$ cat src/rtl/hba_gpio_slave.sv
// hba_gpio_slave: GPIO peripheral on the HBA bus.
// Four registers (OUT, IN, INT_EN, INT_FLAGS) behind a three-state
// responder that acknowledges each selected transfer exactly once.
// gpio_in is synchronised through two flops; a third flop feeds
// rising-edge detection into the write-1-to-clear interrupt flags.
module hba_gpio_slave #(
    parameter int DBUS_WIDTH        = 8,
    parameter int PERIPH_ADDR_WIDTH = 4,
    parameter int REG_ADDR_WIDTH    = 8,
    parameter int ADDR_WIDTH        = PERIPH_ADDR_WIDTH + REG_ADDR_WIDTH,
    parameter int PERIPH_ADDR       = 0
) (
    input  logic                  hba_clk,
    input  logic                  hba_reset_n,
    input  logic [ADDR_WIDTH-1:0] hba_abus,
    input  logic                  hba_rnw,
    input  logic                  hba_select,
    input  logic [DBUS_WIDTH-1:0] hba_dbus,
    output logic [DBUS_WIDTH-1:0] slave_dbus,
    output logic                  slave_xferack,
    output logic                  slave_interrupt,
    input  logic [DBUS_WIDTH-1:0] gpio_in,
    output logic [DBUS_WIDTH-1:0] gpio_out
);

    localparam logic [PERIPH_ADDR_WIDTH-1:0] PERIPH_SEL = PERIPH_ADDR_WIDTH'(PERIPH_ADDR);
    localparam logic [REG_ADDR_WIDTH-1:0]    REG_OUT    = REG_ADDR_WIDTH'(0);
    localparam logic [REG_ADDR_WIDTH-1:0]    REG_IN     = REG_ADDR_WIDTH'(1);
    localparam logic [REG_ADDR_WIDTH-1:0]    REG_INT_EN = REG_ADDR_WIDTH'(2);
    localparam logic [REG_ADDR_WIDTH-1:0]    REG_FLAGS  = REG_ADDR_WIDTH'(3);

    typedef enum logic [1:0] {
        IDLE          = 2'd0,
        ACK           = 2'd1,
        WAIT_DESELECT = 2'd2
    } state_t;

    state_t state_reg, state_next;

    logic [DBUS_WIDTH-1:0] out_reg, out_next;
    logic [DBUS_WIDTH-1:0] int_en_reg, int_en_next;
    logic [DBUS_WIDTH-1:0] flags_reg, flags_next;
    logic [DBUS_WIDTH-1:0] sync1_reg, sync2_reg, prev_reg;
    logic [DBUS_WIDTH-1:0] rdata_reg, rdata_next;
    logic                  irq_reg, irq_next;

    logic [REG_ADDR_WIDTH-1:0] reg_idx;
    logic                      hit;
    logic                      accept;
    logic                      wr_en;
    logic                      rd_en;
    logic [DBUS_WIDTH-1:0]     flag_clr;
    logic [DBUS_WIDTH-1:0]     rise;

    assign hit     = hba_select && (hba_abus[ADDR_WIDTH-1:REG_ADDR_WIDTH] == PERIPH_SEL);
    assign reg_idx = hba_abus[REG_ADDR_WIDTH-1:0];
    // A transfer is taken only from IDLE, so a held select never re-triggers.
    assign accept  = (state_reg == IDLE) && hit;
    assign wr_en   = accept && !hba_rnw;
    assign rd_en   = accept && hba_rnw;

    // Responder state register.
    always_ff @(posedge hba_clk or negedge hba_reset_n) begin
        if (!hba_reset_n) begin
            state_reg <= IDLE;
        end else begin
            state_reg <= state_next;
        end
    end

    // Responder next-state: one ACK per selection, then wait for select to drop.
    always_comb begin
        state_next = state_reg;
        case (state_reg)
            IDLE:          if (hit) state_next = ACK;
            ACK:           state_next = WAIT_DESELECT;
            WAIT_DESELECT: if (!hba_select) state_next = IDLE;
            default:       state_next = IDLE;
        endcase
    end

    // Responder outputs: acknowledge is decoded straight from the state flop.
    always_comb begin
        slave_xferack = 1'b0;
        if (state_reg == ACK) slave_xferack = 1'b1;
    end

    // Register writes and read-data capture, both at the edge entering ACK.
    always_comb begin
        out_next    = out_reg;
        int_en_next = int_en_reg;
        flag_clr    = '0;
        rdata_next  = '0;
        if (wr_en) begin
            case (reg_idx)
                REG_OUT:    out_next    = hba_dbus;
                REG_INT_EN: int_en_next = hba_dbus;
                REG_FLAGS:  flag_clr    = hba_dbus;
                default:    ;
            endcase
        end
        if (rd_en) begin
            case (reg_idx)
                REG_OUT:    rdata_next = out_reg;
                REG_IN:     rdata_next = sync2_reg;
                REG_INT_EN: rdata_next = int_en_reg;
                REG_FLAGS:  rdata_next = flags_reg;
                default:    rdata_next = '0;
            endcase
        end
    end

    // Per-bit flag update: a rising edge outranks a same-cycle clear.
    generate
        for (genvar gi = 0; gi < DBUS_WIDTH; gi++) begin : g_flag
            assign rise[gi]       = sync2_reg[gi] & ~prev_reg[gi];
            assign flags_next[gi] = rise[gi] | (flags_reg[gi] & ~flag_clr[gi]);
        end
    endgenerate

    assign irq_next = |(flags_reg & int_en_reg);

    // Datapath registers, synchroniser chain and registered interrupt.
    always_ff @(posedge hba_clk or negedge hba_reset_n) begin
        if (!hba_reset_n) begin
            out_reg    <= '0;
            int_en_reg <= '0;
            flags_reg  <= '0;
            sync1_reg  <= '0;
            sync2_reg  <= '0;
            prev_reg   <= '0;
            rdata_reg  <= '0;
            irq_reg    <= 1'b0;
        end else begin
            out_reg    <= out_next;
            int_en_reg <= int_en_next;
            flags_reg  <= flags_next;
            sync1_reg  <= gpio_in;
            sync2_reg  <= sync1_reg;
            prev_reg   <= sync2_reg;
            rdata_reg  <= rdata_next;
            irq_reg    <= irq_next;
        end
    end

    assign slave_dbus      = rdata_reg;
    assign slave_interrupt = irq_reg;
    assign gpio_out        = out_reg;

endmodule
$ cat config.mk
export PLATFORM = sky130hd
export DESIGN_NAME = hba_gpio_slave
export DESIGN_NICKNAME = d
export VERILOG_FILES = /design/src/rtl/hba_gpio_slave.sv
export SDC_FILE = /design/constraint.sdc
export NUM_CORES = 1
export LEC_CHECK = 0
export CAP_MARGIN = 0
export CORE_UTILIZATION = 53
export CTS_CLUSTER_SIZE = 12
export DETAILED_ROUTE_END_ITERATION = 8
export GPL_TIMING_DRIVEN = 0
export PLACE_DENSITY = 0.83
export SYNTH_ARGS = -nofsm -noshare
export SYNTH_HDL_FRONTEND = slang
export SYNTH_SLANG_ARGS = --single-unit
$ cat constraint.sdc
create_clock -name hba_clk -period 4.1 [get_ports hba_clk]
set_input_delay 1.23 -clock hba_clk [delete_from_list [all_inputs] [get_ports hba_clk]]
set_output_delay 1.23 -clock hba_clk [all_outputs]
set_load 0.05 [all_outputs]
Word level (Yosys, flattened, before mapping)
Cells that the tools add are included.
{"block": "op_classes", "n_addsub": 0, "n_mul": 0, "div_mod_pow": 0, "magnitude_cmp": 0, "n_eq_ne": 7, "shifts": 0, "muxes": 8, "n_bitwise": 41, "n_reduce_logical": 12}
{"op": "$pmux W8 S4", "count": 1}
{"op": "$mux W8", "count": 3}
{"op": "$and A1 B1 Y1", "count": 16}
{"op": "$eq A8 B2 Y1 const B", "count": 2}
{"op": "$not A1 Y1", "count": 16}
{"op": "$and A8 B8 Y8", "count": 1}
{"op": "$eq A8 B1 Y1 const B", "count": 1}
{"op": "$logic_not A8 Y1", "count": 1}
{"op": "$or A1 B1 Y1", "count": 8}
{"op": "$reduce_or A8 Y1", "count": 1}
{"op": "$pmux W2 S3", "count": 1}
{"op": "$reduce_and A2 Y1", "count": 3}
{"op": "$logic_and A1 B1 Y1", "count": 4}
{"op": "$logic_not A4 Y1", "count": 1}
{"op": "$mux W2", "count": 2}
{"op": "$ne A2 B2 Y1 const B", "count": 2}
{"op": "$eq A2 B1 Y1 const B", "count": 1}
{"op": "$eq A2 B2 Y1 const B", "count": 1}
{"op": "$logic_not A2 Y1", "count": 1}
{"op": "$logic_not A1 Y1", "count": 1}
{"op": "$mux W1", "count": 1}
{"block": "word_totals", "reg_bits": 59, "latchBits": 0, "mem_bits_rw": 0, "mem_bits_ro": 0, "in_bits": 32, "output_inout_bits": 18, "elab_cells": 77, "memories": 0}

Depth between registers and ports, before layout
{"block": "depth", "ltp_word": 8, "mapped_depth": 5, "depth_no_buf": 4}

Worst setup path before layout
No wires, ideal clock.
{"block": "synth_timing", "path_type": "input -> register", "startpoint": "in hba_abus[10]", "endpoint": "reg int_en_reg[0]", "setup_ns": 0.125, "t_arrival_ns": 2.549, "t_required_ns": 3.975, "setup_slack_ns": 1.426, "cell_stages": 4, "path_buffers": 0, "cell_sequence": "nor4b_2 -> nand4_2 -> nor4b_4 -> mux2_2"}
{"block": "synth_between", "elab_chain_len": 5}
{"item": "start: declaration", "line": "15", "source": "input logic [ADDR_WIDTH-1:0] hba_abus,"}
{"item": "$logic_not A4 Y1", "line": "55", "source": "assign hit = hba_select && (hba_abus[ADDR_WIDTH-1:REG_ADDR_WIDTH] == PERIPH_SEL);"}
{"item": "$logic_and A1 B1 Y1", "line": "55"}
{"item": "$logic_and A1 B1 Y1", "line": "58", "source": "assign accept = (state_reg == IDLE) && hit;"}
{"item": "$logic_and A1 B1 Y1", "line": "59", "source": "assign wr_en = accept && !hba_rnw;"}
{"item": "$reduce_and A2 Y1 (no source line)"}
{"item": "end signal: assignment", "line": "136", "source": "int_en_reg <= int_en_next;"}
{"item": "end: declaration", "line": "41", "source": "logic [DBUS_WIDTH-1:0] int_en_reg, int_en_next;"}
Every way passes these cells.
A chain may end at the register's enable or synchronous reset.

Worst setup path in the final report
{"block": "layout_timing", "startpoint": "in hba_select", "endpoint": "reg int_en_reg[5]"}
{"block": "layout_between", "elab_chain_len": 4}
{"item": "start: declaration", "line": "17", "source": "input logic hba_select,"}
{"item": "$logic_and A1 B1 Y1", "line": "55"}
{"item": "$logic_and A1 B1 Y1", "line": "58"}
{"item": "$logic_and A1 B1 Y1", "line": "59"}
{"item": "$reduce_and A2 Y1 (no source line)"}
Every way passes these cells.

==> impl_metrics.ini <==
[placed_design]
routabilityCongestion = 0.716
portBuffers = 47
post-dp-hpwl_um = 3100
place_area_um2 = 2800

[clock_network]
cts_root_buffer = clkbuf_8
clock_path_buffers = 2
cts_resized = 0
insertion_delay_ns = 0.33
cts_htree_levels = 3
ctsHoldBuffers = 0
post-cts-setup-buffers = 0
path_clk_slew_ns = 0.06
clock_sinks = 59
tritoncts = done
numCtsBuffers = 9

[finish]
drive_gt1_share_pct = 23.8
area_delta_synth_final_pct = 35.0
n_antenna_cell = 0
nets = 237
final_cell_area_um2 = 3050

[routing]
drtAntennaViolNets = 0
wirelength_met1_um = 1750
routedWlPerCell_um = 17.2
drc = 0
drt_iter0_markers = 92
top_layer = met4
routed_via_density = 5.67
drtPass1Iterations = 4
wirelength_um = 4470
dr_total_vias = 1474
wl_met3_um = 349
wl_met2_um = 2260

[power_and_ir_drop]
power_frac_clock_pct = 48.3
switching_power_w = 0.000256
vdd_ir_drop_max_mv = 0.295
p_comb_share_pct = 5.9
p_seq_share_pct = 45.8
switching_share_pct = 19.5
p_leak_nw = 1.32
p_int_w = 0.00106
pwr_density_cell_nw_per_um2 = 431

[synthesis]
yosys_warnings = 0
synth-edff-count = 0
synth_area_um2 = 2260
synth_common_cells = dfrtp_1 (59), mux2_2 (16), o21ai_0 (16)
synth_fp_nets = 178
syn_inst = 146
yosysTopAreaCellShare_pct = 65.4
synth-seq-area-share_pct = 65.4
syn_avg_cell_area_um2 = 15.5
async_reset_ff_share_pct = 100
synth_most_common_cell = dfrtp_1
yosys_register_bits = 59
synthFlopType = dfrtp_1
yosysTopAreaCell = dfrtp_1
synth_cell_types = 22
synthTopCellsByArea = dfrtp_1 (65%), mux2_2 (8.0%), mux4_2 (8.0%)

[global_routing]
antenna_found_initial = 0
grt-ovfl-total = 0
grtUsageTotal_pct = 23.6
grt_pass1_vias = 1540
grt_max_degree = 44
grt_pass1_wl_um = 7310

[worst_setup_path]
crit_chain = clkdlybuf4s50_1, nor4b_2, nand4_2, nor4b_4, mux2_2
cp-start-kind = primary input
slowest_stage = nor4b_4
worstSetupPathType = primary input to register
required_ns = 4.32
reg2reg_slack_ns = 1.90
r2r_start = state_reg[1]
slowest_delay_ns = 0.61
cp.arrival_ns = 3.31
path_max_fanout = 8
reg2reg_depth = 4
r2r_end = int_en_reg[5]
endpoint_kind = register

[hold_path]
holdPathStages = 0
hold_end = sync2_reg[1]
worstHoldStart = sync1_reg[1]
hold_path.class = register to register

[floorplanning]
core_um2 = 4060
die_w_um = 67.2
start_util_pct = 55.6
row_count = 23
die_area_um2 = 4520
die_y_um = 67.2
boundaryPins = 50

[timing]
max_clock_freq_mhz = 323
fin_tns_setup_ns = 0
fin_crit_ns = 3.10
relSlewSlack_pct = 51.7
worst_slew_pin_slew_ns = 0.719
holdWs_ns = 0.350
finalSetupViolCount = 0
hold_viol = 0
grt_setup_unrepaired = no
period_share_pct = 75.5
drv_slew = 0
clock_skew_ns = 0.00529

[run]
cap_violations = 0

[status]
status = complete, no violations
how the worst max path moves through the flow:
stage                 start            end  slack [ns]  depth (start not counted)
5_1_grt          hba_select    gpio_out[4]        0.89                          5
2_1_floorplan  hba_abus[10]  int_en_reg[0]        1.43                          4
6_report         hba_select  int_en_reg[5]        1.00                          5
3_3_place_gp    hba_reset_n   sync1_reg[4]        0.15                          1
4_1_cts          hba_select    gpio_out[4]         1.0                          5
3_5_place_dp     hba_select  int_en_reg[5]        0.66                          5
power by group through the flow:
stage	registers, W	logic, W	clock network (W)
after detailed placement	0.000612	0.0000787	0
after global routing	0.000602	0.0000845	0.000674
after floorplan	0.000611	0.0000260	0
after CTS	0.000601	0.0000791	0.000644
after global placement	0.000611	0.0000742	0
final	0.000601	0.0000775	0.000633
critical path: cells and delay by family:
family,cells,cell delay (ns)
buf+inv,1,0.48
simple gates,3,1.18
mux,1,0.42
cell type report:
class	count	area (µm²)
Multi-Input combinational cell	75	717
Clock buffer	11	141
Inverter	8	30.0
Fill cell	254	1010
Timing Repair Buffer	48	485
Tap cell	50	62.6
Clock inverter	5	100
Sequential cell	59	1480
Buffer	4	32.5
routing by layer:
| layer | GRT usage (%) | vias up |
|---|---|---|
| met5 | 0 | - |
| met4 | 13.6 | 0 |
| met3 | 8.28 | 13 |
| met2 | 37.8 | 70 |
| met1 | 27.6 | 746 |
| li1 | - | 645 |
through the flow:
step / total power (W) / utilization, % / worst slack (ns) / cells
CTS: 0.00132 / 75.1 / 0.998 / 260
detailed placement: 0.000691 / 69.1 / 0.662 / 244
global placement: 0.000685 / 68.7 / 0.147 / 243
finish: 0.00131 / 75.1 / 1.00 / 260
floorplan: 0.000637 / - / 1.43 / 146
global route: 0.00136 / 75.1 / 0.889 / 260
cell usage in the layout (no fill, tap or decap):
| cell type | synthesis | layout |
|---|---|---|
| dfrtp_1 | 59 | 59 |
| clkdlybuf4s50_1 | 0 | 46 |
| o21ai_0 | 16 | 16 |
| mux2_2 | 16 | 16 |
| clkbuf_8 | 1 | 11 |
| mux4_2 | 8 | 8 |
| nor2b_1 | 8 | 8 |
| inv_1 | 8 | 8 |
| nand3_1 | 8 | 8 |
| a22oi_1 | 4 | 4 |
| nand4_1 | 3 | 3 |
| bufinv_16 | 0 | 3 |
| nor3_1 | 2 | 2 |
| nor4_4 | 2 | 2 |
| buf_1 | 2 | 2 |
| clkinv_2 | 0 | 2 |
| nor4b_2 | 1 | 1 |
| and2_2 | 1 | 1 |
| nor2_1 | 1 | 1 |
| buf_6 | 1 | 1 |
| and2b_2 | 1 | 1 |
| nand4_2 | 1 | 1 |
| nor4b_4 | 1 | 1 |
| nand3b_1 | 1 | 1 |
| nand2b_1 | 1 | 1 |
| clkbuf_1 | 0 | 1 |
| buf_2 | 0 | 1 |
| buf_12 | 0 | 1 |
kinds of logic (layout without fill, tap and decap cells):
| group | after synthesis | after routing | share of synthesized area (%) |
|---|---|---|---|
| AOI/OAI and AO/OA | 20 | 20 | 4.88 |
| buffers and inverters | 12 | 76 | 2.77 |
| muxes | 24 | 24 | 16.0 |
| DFF | 59 | 59 | 65.4 |
| and+or+nand+nor | 31 | 31 | 10.9 |
(Power assumes the default switching activity.)
